--- src/rtl/fifo_uart_pkg.sv ---
// Shared definitions for the FIFO-fed UART transmitter: FSM state encoding
// and the default frame geometry.
package fifo_uart_pkg;

   // Transmitter sequencing states
   typedef enum logic [2:0] {
      ST_IDLE  = 3'd0,
      ST_FETCH = 3'd1,
      ST_START = 3'd2,
      ST_DATA  = 3'd3,
      ST_STOP  = 3'd4
   } state_t;

   // Default data bits per frame; must track the FIFO word width
   localparam int DEF_WIDTH        = 6;
   // Default clock cycles per serial bit
   localparam int DEF_CLKS_PER_BIT = 16;

endpackage : fifo_uart_pkg

--- src/rtl/fifo_uart_tx_baud_tick.sv ---
// Baud-rate counter: counts 0..CLKS_PER_BIT-1 and wraps, with a synchronous
// clear that restarts a bit period and a terminal-count flag marking the
// final cycle of each bit.
module fifo_uart_tx_baud_tick #(
   parameter int CLKS_PER_BIT = 16
) (
   input  logic clk,
   input  logic reset,
   input  logic clear_i,
   output logic tick_o
);

   localparam int             CW      = (CLKS_PER_BIT > 1) ? $clog2(CLKS_PER_BIT) : 1;
   localparam logic [CW-1:0]  CNT_MAX = CW'(CLKS_PER_BIT - 1);

   logic [CW-1:0] cnt_q;
   logic [CW-1:0] cnt_d;

   // Next count: clear restarts the period, terminal count wraps to zero
   always_comb begin
      cnt_d = cnt_q + CW'(1);
      if (clear_i || (cnt_q == CNT_MAX)) begin
         cnt_d = '0;
      end
   end

   // Count register
   always_ff @(posedge clk) begin
      if (reset) begin
         cnt_q <= '0;
      end else begin
         cnt_q <= cnt_d;
      end
   end

   assign tick_o = (cnt_q == CNT_MAX);

endmodule : fifo_uart_tx_baud_tick

--- src/rtl/fifo_uart_tx.sv ---
// FIFO-drain UART transmitter. Pops one word from the FIFO read port, then
// sends start bit, WIDTH data bits LSB first, and one stop bit on tx.
// tx is registered from the next state so each state's line level appears
// on the cycle the state is entered.
module fifo_uart_tx
   import fifo_uart_pkg::*;
#(
   parameter int WIDTH        = DEF_WIDTH,
   parameter int CLKS_PER_BIT = DEF_CLKS_PER_BIT
) (
   input  logic             clk,
   input  logic             reset,
   input  logic             enable,
   input  logic             fifo_empty,
   input  logic [WIDTH-1:0] fifo_data,
   output logic             fifo_rd_en,
   output logic             tx,
   output logic             busy,
   output logic             frame_done
);

   localparam int             BCW      = $clog2(WIDTH + 1);
   localparam logic [BCW-1:0] LAST_BIT = BCW'(WIDTH - 1);

   state_t           state_q;
   state_t           state_d;
   logic [WIDTH-1:0] shift_q;
   logic [WIDTH-1:0] shift_d;
   logic [BCW-1:0]   bit_cnt_q;
   logic [BCW-1:0]   bit_cnt_d;
   logic             tx_q;
   logic             tx_d;
   logic             baud_clr;
   logic             bit_end;

   fifo_uart_tx_baud_tick #(
      .CLKS_PER_BIT (CLKS_PER_BIT)
   ) u_baud (
      .clk     (clk),
      .reset   (reset),
      .clear_i (baud_clr),
      .tick_o  (bit_end)
   );

   // Next-state, datapath updates and strobes for the frame sequencer
   always_comb begin
      state_d    = state_q;
      shift_d    = shift_q;
      bit_cnt_d  = bit_cnt_q;
      baud_clr   = 1'b0;
      fifo_rd_en = 1'b0;
      frame_done = 1'b0;

      case (state_q)
         ST_IDLE: begin
            // A pop is never issued while reset is held, even if the
            // registered state still reads IDLE.
            fifo_rd_en = enable & ~fifo_empty & ~reset;
            if (fifo_rd_en) begin
               state_d = ST_FETCH;
            end
         end
         ST_FETCH: begin
            // FIFO registered the word on the pop edge; capture it and
            // align the baud counter to the start of the start bit.
            shift_d   = fifo_data;
            bit_cnt_d = '0;
            baud_clr  = 1'b1;
            state_d   = ST_START;
         end
         ST_START: begin
            if (bit_end) begin
               state_d = ST_DATA;
            end
         end
         ST_DATA: begin
            if (bit_end) begin
               shift_d   = shift_q >> 1;
               bit_cnt_d = bit_cnt_q + BCW'(1);
               if (bit_cnt_q == LAST_BIT) begin
                  state_d = ST_STOP;
               end
            end
         end
         ST_STOP: begin
            if (bit_end) begin
               frame_done = 1'b1;
               state_d    = ST_IDLE;
            end
         end
         default: begin
            state_d = ST_IDLE;
         end
      endcase

      // Line level is a function of the state being entered
      case (state_d)
         ST_START: tx_d = 1'b0;
         ST_DATA:  tx_d = shift_d[0];
         default:  tx_d = 1'b1;
      endcase
   end

   // State, shift register, bit counter and line register
   always_ff @(posedge clk) begin
      if (reset) begin
         state_q   <= ST_IDLE;
         shift_q   <= '0;
         bit_cnt_q <= '0;
         tx_q      <= 1'b1;
      end else begin
         state_q   <= state_d;
         shift_q   <= shift_d;
         bit_cnt_q <= bit_cnt_d;
         tx_q      <= tx_d;
      end
   end

   assign tx   = tx_q;
   assign busy = (state_q != ST_IDLE);

endmodule : fifo_uart_tx

--- config.mk ---
export PLATFORM = sky130hd
export DESIGN_NAME = fifo_uart_tx
export DESIGN_NICKNAME = d
export VERILOG_FILES = /design/src/rtl/fifo_uart_pkg.sv /design/src/rtl/fifo_uart_tx_baud_tick.sv /design/src/rtl/fifo_uart_tx.sv
export SDC_FILE = /design/constraint.sdc
export NUM_CORES = 1
export LEC_CHECK = 0
export CAP_MARGIN = 5
export CORE_AREA = 2 2 59 67
export DETAILED_ROUTE_END_ITERATION = 6
export DIE_AREA = 0 0 61 69
export MAX_ROUTING_LAYER = met4
export SYNTH_ARGS = -nofsm -noshare
export SYNTH_HDL_FRONTEND = slang
export SYNTH_SLANG_ARGS = --single-unit
--- constraint.sdc ---
create_clock -name clk -period 4 [get_ports clk]
set_input_delay 0.8 -clock clk [delete_from_list [all_inputs] [get_ports clk]]
set_output_delay 0.8 -clock clk [all_outputs]
set_load 0.02 [all_outputs]
==> results of run 1 <==
[area by class of cell]
class / instances / share of cell area (%)
multi-input combinational: 61 / 41.0
sequential: 17 / 33.4
inverter: 4 / 1.47
tap: 50 / 6.14
clock buffer: 4 / 4.42
timing repair buffer: 14 / 13.5
[where the power goes]
| part | leakage (nW) | total, mW | switching [mW] | internal (mW) |
|---|---|---|---|---|
| sequential | 0.138 | 0.179 | 0.00418 | 0.175 |
| combinational | 0.214 | 0.0330 | 0.0141 | 0.0189 |
| clock | 0.0228 | 0.129 | 0.0586 | 0.0707 |
| total | 0.375 | 0.341 | 0.0770 | 0.264 |
[layer usage]
metal / wire length [um] / share of wire (%)
met1: 714 / 45
met4: 8 / 0.50
met3: 118 / 7.4
met5: 0 / 0
met2: 743 / 47
[worst max path at each step]
stage                     from    endpoint  slack (ns)  depth (start not counted)
floorplan           state_q[1]  fifo_rd_en        2.00                          3
global placement         reset  fifo_rd_en        1.03                          3
detailed placement  fifo_empty  fifo_rd_en        1.01                          3
CTS                      reset  fifo_rd_en        1.00                          3
global route             reset  fifo_rd_en        0.97                          3
finish                   reset  fifo_rd_en        1.01                          3
[through the flow]
stage	cells	area, um2	hold WS (ns)	setup slack [ns]
after floorplan	85	793	0.418	2.00
after global placement	146	973	0.428	1.03
after detailed placement	146	973	0.441	1.01
after CTS	150	1020	0.454	1.00
after global routing	150	1020	0.489	0.968
final	150	1020	0.451	1.01
[Yosys cell counts, types with 2 or more instances]
master    n  area share [%]
dfxtp_1  17              43
nor2_1   10             4.7
nand2_1   6             2.8
a21oi_1   5             3.2
and3_1    5             3.9
a22oi_1   4             3.8
inv_1     4             1.9
nand3_1   4             2.5
ha_1      3             4.7
mux2i_1   3             3.8
nor2b_1   2             1.6
nor3_1    2             1.3
o21ai_1   2             1.3
xnor2_1   2             2.2
[placed cells by master, fill, tap and decap left out, types with 2 or more instances in the layout]
| master | Yosys | routed |
|---|---|---|
| and3_1 | 5 | 5 |
| a21oi_1 | 5 | 5 |
| nand2_1 | 6 | 6 |
| nor2_1 | 10 | 10 |
| clkdlybuf4s50_1 | 0 | 13 |
| ha_1 | 3 | 3 |
| dfxtp_1 | 17 | 17 |
| inv_1 | 4 | 4 |
| clkbuf_8 | 0 | 3 |
| nand3_1 | 4 | 4 |
| xnor2_1 | 2 | 2 |
| o21ai_1 | 2 | 2 |
| nor3_1 | 2 | 2 |
| nor2b_1 | 2 | 2 |
| mux2i_1 | 3 | 3 |
| a22oi_1 | 4 | 4 |
[cell families after synthesis]
kind of cell,after synthesis,share of synthesized area (%)
xor+xnor,3,3.31
simple gates,36,27.0
fa+ha+maj,3,4.73
buf+inv,7,4.41
mux,3,3.79
compound gates,16,13.9
flops,17,42.9
[registers in the layout, indices dropped and copies added (netlist names)]
signal,count
u_baud.cnt_q,4
tx,1
state_q,3
bit_cnt_q,3
shift_q,6
[worst max-delay path: cells and delay by family]
kind                   cells  cell delay [ns]
buffers and inverters      2             1.11
AND/OR/NAND/NOR            1             0.28
==> flow_metrics.py, run 1 <==
metrics = {
    "global_route": {
        "antenna_found_initial": 0,
        "grt_util_met3_pct": 3.56,
        "grt_pass1_vias": 645,
        "use_met1_pct": 10.2,
        "gr-total-overflow": 0,
        "grt.total_usage_pct": 8.86,
        "top_usage_layer": "met2",
        "grt_pass1_wl_mm": 2.80,
        "grt_max_degree": 15,
        "use_met2_pct": 13.6,
    },
    "layout": {
        "final_util_pct": 28.8,
        "regArea_um2": 340,
        "synthToLayoutAreaGrowth_pct": 28.4,
        "final_nets": 114,
        "n_fill_cell": 383,
        "diodes": 0,
        "drive_above_1_share_pct": 9.00,
        "multi_input_area_um2": 418,
    },
    "worst_hold_path": {
        "hp-start": "u_baud.cnt_q[0]",
        "min_path_type": "flop to flop",
        "holdPathStages": 1,
        "hold_end": "u_baud.cnt_q[0]",
    },
    "floorplan": {
        "io_pins": 14,
        "initial_core_util_pct": 22.4,
        "die_h_um": 69,
        "rows": 23,
        "die_width_um": 61,
        "fp.dieArea_um2": 4210,
        "coreArea_um2": 3540,
    },
    "routing": {
        "dr.pass1.iters": 4,
        "ant_nets": 0,
        "drt_iter0_drc": 17,
        "routed_wl_mm": 1.59,
        "via_per_inst": 4.27,
        "wire_per_inst_um": 10.6,
        "drcViolationCount": 0,
        "num_vias": 641,
    },
    "yosys": {
        "syn_nets": 98,
        "synth.cell_area_um2": 793,
        "ys_types": 30,
        "ys_seq_area_share_pct": 42.9,
        "ys_ff_latch": 17,
        "synthCells": 85,
        "yosysWarnings": 0,
        "synth_edf_count": 0,
        "synthArstFlopShare_pct": 0,
        "synth_ff_type": "dfxtp_1",
        "syn_area_per_cell_um2": 9.33,
    },
    "worst_setup_path": {
        "cp.required_ns": 3.20,
        "r2r_cells": 5,
        "r2r_end": "shift_q[5]",
        "crit_top_cell": "clkdlybuf4s50_1",
        "crit_chain": "clkdlybuf4s50_1 > nor4b_4 > clkdlybuf4s50_1",
        "critPathMaxStageDelay_ns": 0.64,
        "rrSetupSlack_ns": 2.32,
        "path_class": "input port to output port",
        "cp_max_fo": 2,
        "r2r_start": "u_baud.cnt_q[0]",
        "arrival_ns": 2.19,
        "start_kind": "input port",
        "slowest_stage": "clkdlybuf4s50_1",
        "end_kind": "output port",
    },
    "sta": {
        "hold_viol": 0,
        "finalCriticalPeriod_ns": 2.99,
        "fin_crit_sh_pct": 74.8,
        "drv_slew": 0,
        "slew-limit-headroom_pct": 60.9,
        "setup_violations": 0,
        "clock_skew_ns": 0.00219,
        "fmax_mhz": 334,
        "tightestPinTransition_ns": 0.584,
        "setup_tns_ns": 0,
        "rsz0062_at_grt": "false",
    },
    "cts": {
        "cts_made_buffers": 3,
        "tritoncts": "yes",
        "cts_setup_buffers": 0,
        "htree_levels": 1,
        "cts_resized": 0,
        "root_buffer": "clkbuf_8",
        "clk_pin_slew_worst_paths_ns": 0.07,
        "clockBufferDepth": 2,
        "worstSkewPairLatency_ns": 0.25,
        "cts_sinks": 17,
        "ctsHoldBuffers": 0,
    },
    "place": {
        "port_buffers": 13,
        "dp_hpwl_mm": 1.12,
        "gp_congestion": 0.776,
    },
    "status": {
        "status": "completed",
    },
    "power": {
        "power_leakage_nw": 0.375,
        "power.total_uw": 341,
        "vdd_drop_max_v": 0.0000916,
        "powerDensity_nw_per_um2": 335,
    },
    "flow_run": {
        "drv_cap": 0,
    },
}
No activity file was read; power rests on OpenSTA's default activity.
==> run 2: changes to the inputs <==
Clock period 4 ns to 2.6 ns, I/O delays scaled along.
==> run 2 against run 1 <==
Net effect:
- worst setup slack got worse by 0.88 ns
- final cell count did not move
- final area rose by 0.12%
- non-clock buffer count did not move
- die area did not move
- worst hold slack got worse by 0.0028 ns
- critical endpoint unchanged
- largest cell class unchanged
==> flow_metrics.py, run 2 (same netlist as run 1, synthesis figures left out) <==
metrics = {
    "status": {
        "status": "completed",
    },
    "power": {
        "swShare_pct": 22.4,
        "vdd_drop_max_v": 0.000251,
        "intPower_uw": 404,
        "powerDensity_nw_per_um2": 511,
        "power.switching_uw": 117,
        "pwr-share-clk_pct": 37.5,
        "power_frac_seq_pct": 52.8,
        "power_leakage_nw": 0.378,
        "pwr-share-comb_pct": 9.6,
    },
    "cts": {
        "worstSkewPairLatency_ns": 0.25,
        "htree_levels": 1,
        "clockBufferDepth": 2,
        "cts_setup_buffers": 0,
        "ctsHoldBuffers": 0,
        "cts_sinks": 17,
        "cts_made_buffers": 3,
        "cts_resized": 0,
        "tritoncts": "yes",
        "root_buffer": "clkbuf_8",
        "clk_pin_slew_worst_paths_ns": 0.07,
    },
    "worst_setup_path": {
        "cp.required_ns": 2.08,
        "cp_max_fo": 11,
        "start_kind": "flop",
        "slowest_stage": "clkdlybuf4s50_1",
        "critPathMaxStageDelay_ns": 0.64,
        "crit_chain": "or3_4 > nor4b_4 > clkdlybuf4s50_1",
        "arrival_ns": 1.95,
        "path_class": "flop to output port",
        "end_kind": "output port",
    },
    "place": {
        "dpl.cell_count": 146,
        "dp_hpwl_mm": 1.11,
        "gp_congestion": 0.778,
        "port_buffers": 13,
        "dpl_cell_area_um2": 973,
    },
    "layout": {
        "final_common_cell": "dfxtp_1",
        "diodes": 0,
        "final_area_um2": 1020,
        "mostFrequentLayoutCells": "dfxtp_1 (17), clkdlybuf4s50_1 (13), nor2_1 (10)",
        "drive_above_1_share_pct": 10.0,
        "final_util_pct": 28.8,
        "largest_reg_flops": 6,
        "synthToLayoutAreaGrowth_pct": 28.5,
        "final_nets": 114,
        "final_cells": 150,
        "n_fill_cell": 375,
        "reg.largest.list": "shift_q x6, u_baud.cnt_q x4",
        "largest_register": "shift_q",
    },
    "floorplan": {
        "coreArea_um2": 3540,
        "rows": 23,
        "fp.dieArea_um2": 4210,
        "io_pins": 14,
        "initial_core_util_pct": 22.4,
        "die_h_um": 69,
        "die_width_um": 61,
    },
    "sta": {
        "drv_slew": 0,
        "fmax_mhz": 405,
        "setup_tns_ns": 0,
        "tightestPinTransition_ns": 0.598,
        "setup_violations": 0,
        "rsz0062_at_grt": "false",
        "slew-limit-headroom_pct": 60.0,
        "finalCriticalPeriod_ns": 2.47,
        "whs_ns": 0.448,
        "clock_skew_ns": 0.00426,
        "fin_crit_sh_pct": 94.9,
        "hold_viol": 0,
    },
    "global_route": {
        "top_usage_layer": "met2",
        "grt_pass1_vias": 650,
        "grt.total_usage_pct": 8.59,
        "grt_pass1_wl_mm": 2.75,
        "antenna_found_initial": 0,
        "gr-total-overflow": 0,
        "use_met1_pct": 10.0,
        "grt_util_met3_pct": 3.38,
        "grt_max_degree": 15,
        "use_met2_pct": 13.6,
    },
    "routing": {
        "num_vias": 639,
        "drcViolationCount": 0,
        "wire_per_inst_um": 10.0,
        "ant_nets": 0,
        "dr.pass1.iters": 3,
        "routed_wl_mm": 1.51,
        "drt_iter0_drc": 26,
        "via_per_inst": 4.26,
    },
    "flow_run": {
        "drv_cap": 0,
    },
    "worst_hold_path": {
        "min_path_type": "flop to flop",
    },
}
==> run 2: layer usage <==
metal | vias to the layer above | part of all wire, %
met1 | 289 | 45
met3 | 4 | 6.6
met2 | 16 | 47
li1 | 330 | -
met4 | 0 | 1.5
met5 | - | 0
==> run 2: power groups by stage <==
stage               logic, mW  registers [mW]  clock network [mW]
floorplan              0.0278           0.279                   0
global placement       0.0501           0.280                   0
detailed placement     0.0507           0.281                   0
CTS                    0.0509           0.275               0.203
global route           0.0557           0.276               0.214
finish                 0.0502           0.275               0.195
==> run 2: worst paths after layout <==
path / from / end / slack, ns / depth (start not counted)
worst max-delay path: state_q[1] / fifo_rd_en / 0.13 / 3
worst max register to register: u_baud.cnt_q[0] / shift_q[5] / 0.96 / 5
worst min-delay path: u_baud.cnt_q[0] / u_baud.cnt_q[0] / 0.45 / 1
worst min register to register: u_baud.cnt_q[0] / u_baud.cnt_q[0] / 0.45 / 1
==> run 2: area by class of cell <==
| type | instances | area, um2 | area share [%] |
|---|---|---|---|
| timing repair buffer | 14 | 138 | 13.5 |
| inverter | 4 | 15.0 | 1.47 |
| tap | 50 | 62.6 | 6.13 |
| sequential | 17 | 340 | 33.4 |
| clock buffer | 3 | 41.3 | 4.05 |
| multi-input combinational | 61 | 418 | 41.0 |
| clock inverter | 1 | 5.00 | 0.491 |
==> run 2: critical path, delay by kind of cell (launching register included) <==
| kind | cells | cell delay (ns) |
|---|---|---|
| simple gates | 2 | 0.64 |
| buf+inv | 1 | 0.64 |
| flops | 1 | 0.41 |
==> run 2: stage by stage <==
step	total power [mW]	setup slack (ns)
floorplan	0.307	0.875
global route	0.546	0.0627
CTS	0.529	0.136
detailed placement	0.331	0.181
global placement	0.330	0.186
finish	0.521	0.133
==> run 3: changes to the inputs <==
Settings changed: GPL_ROUTABILITY_DRIVEN set to 1.
==> results of run 3 <==
Same layout as run 2: the final DEF is identical, and so are final timing and power.
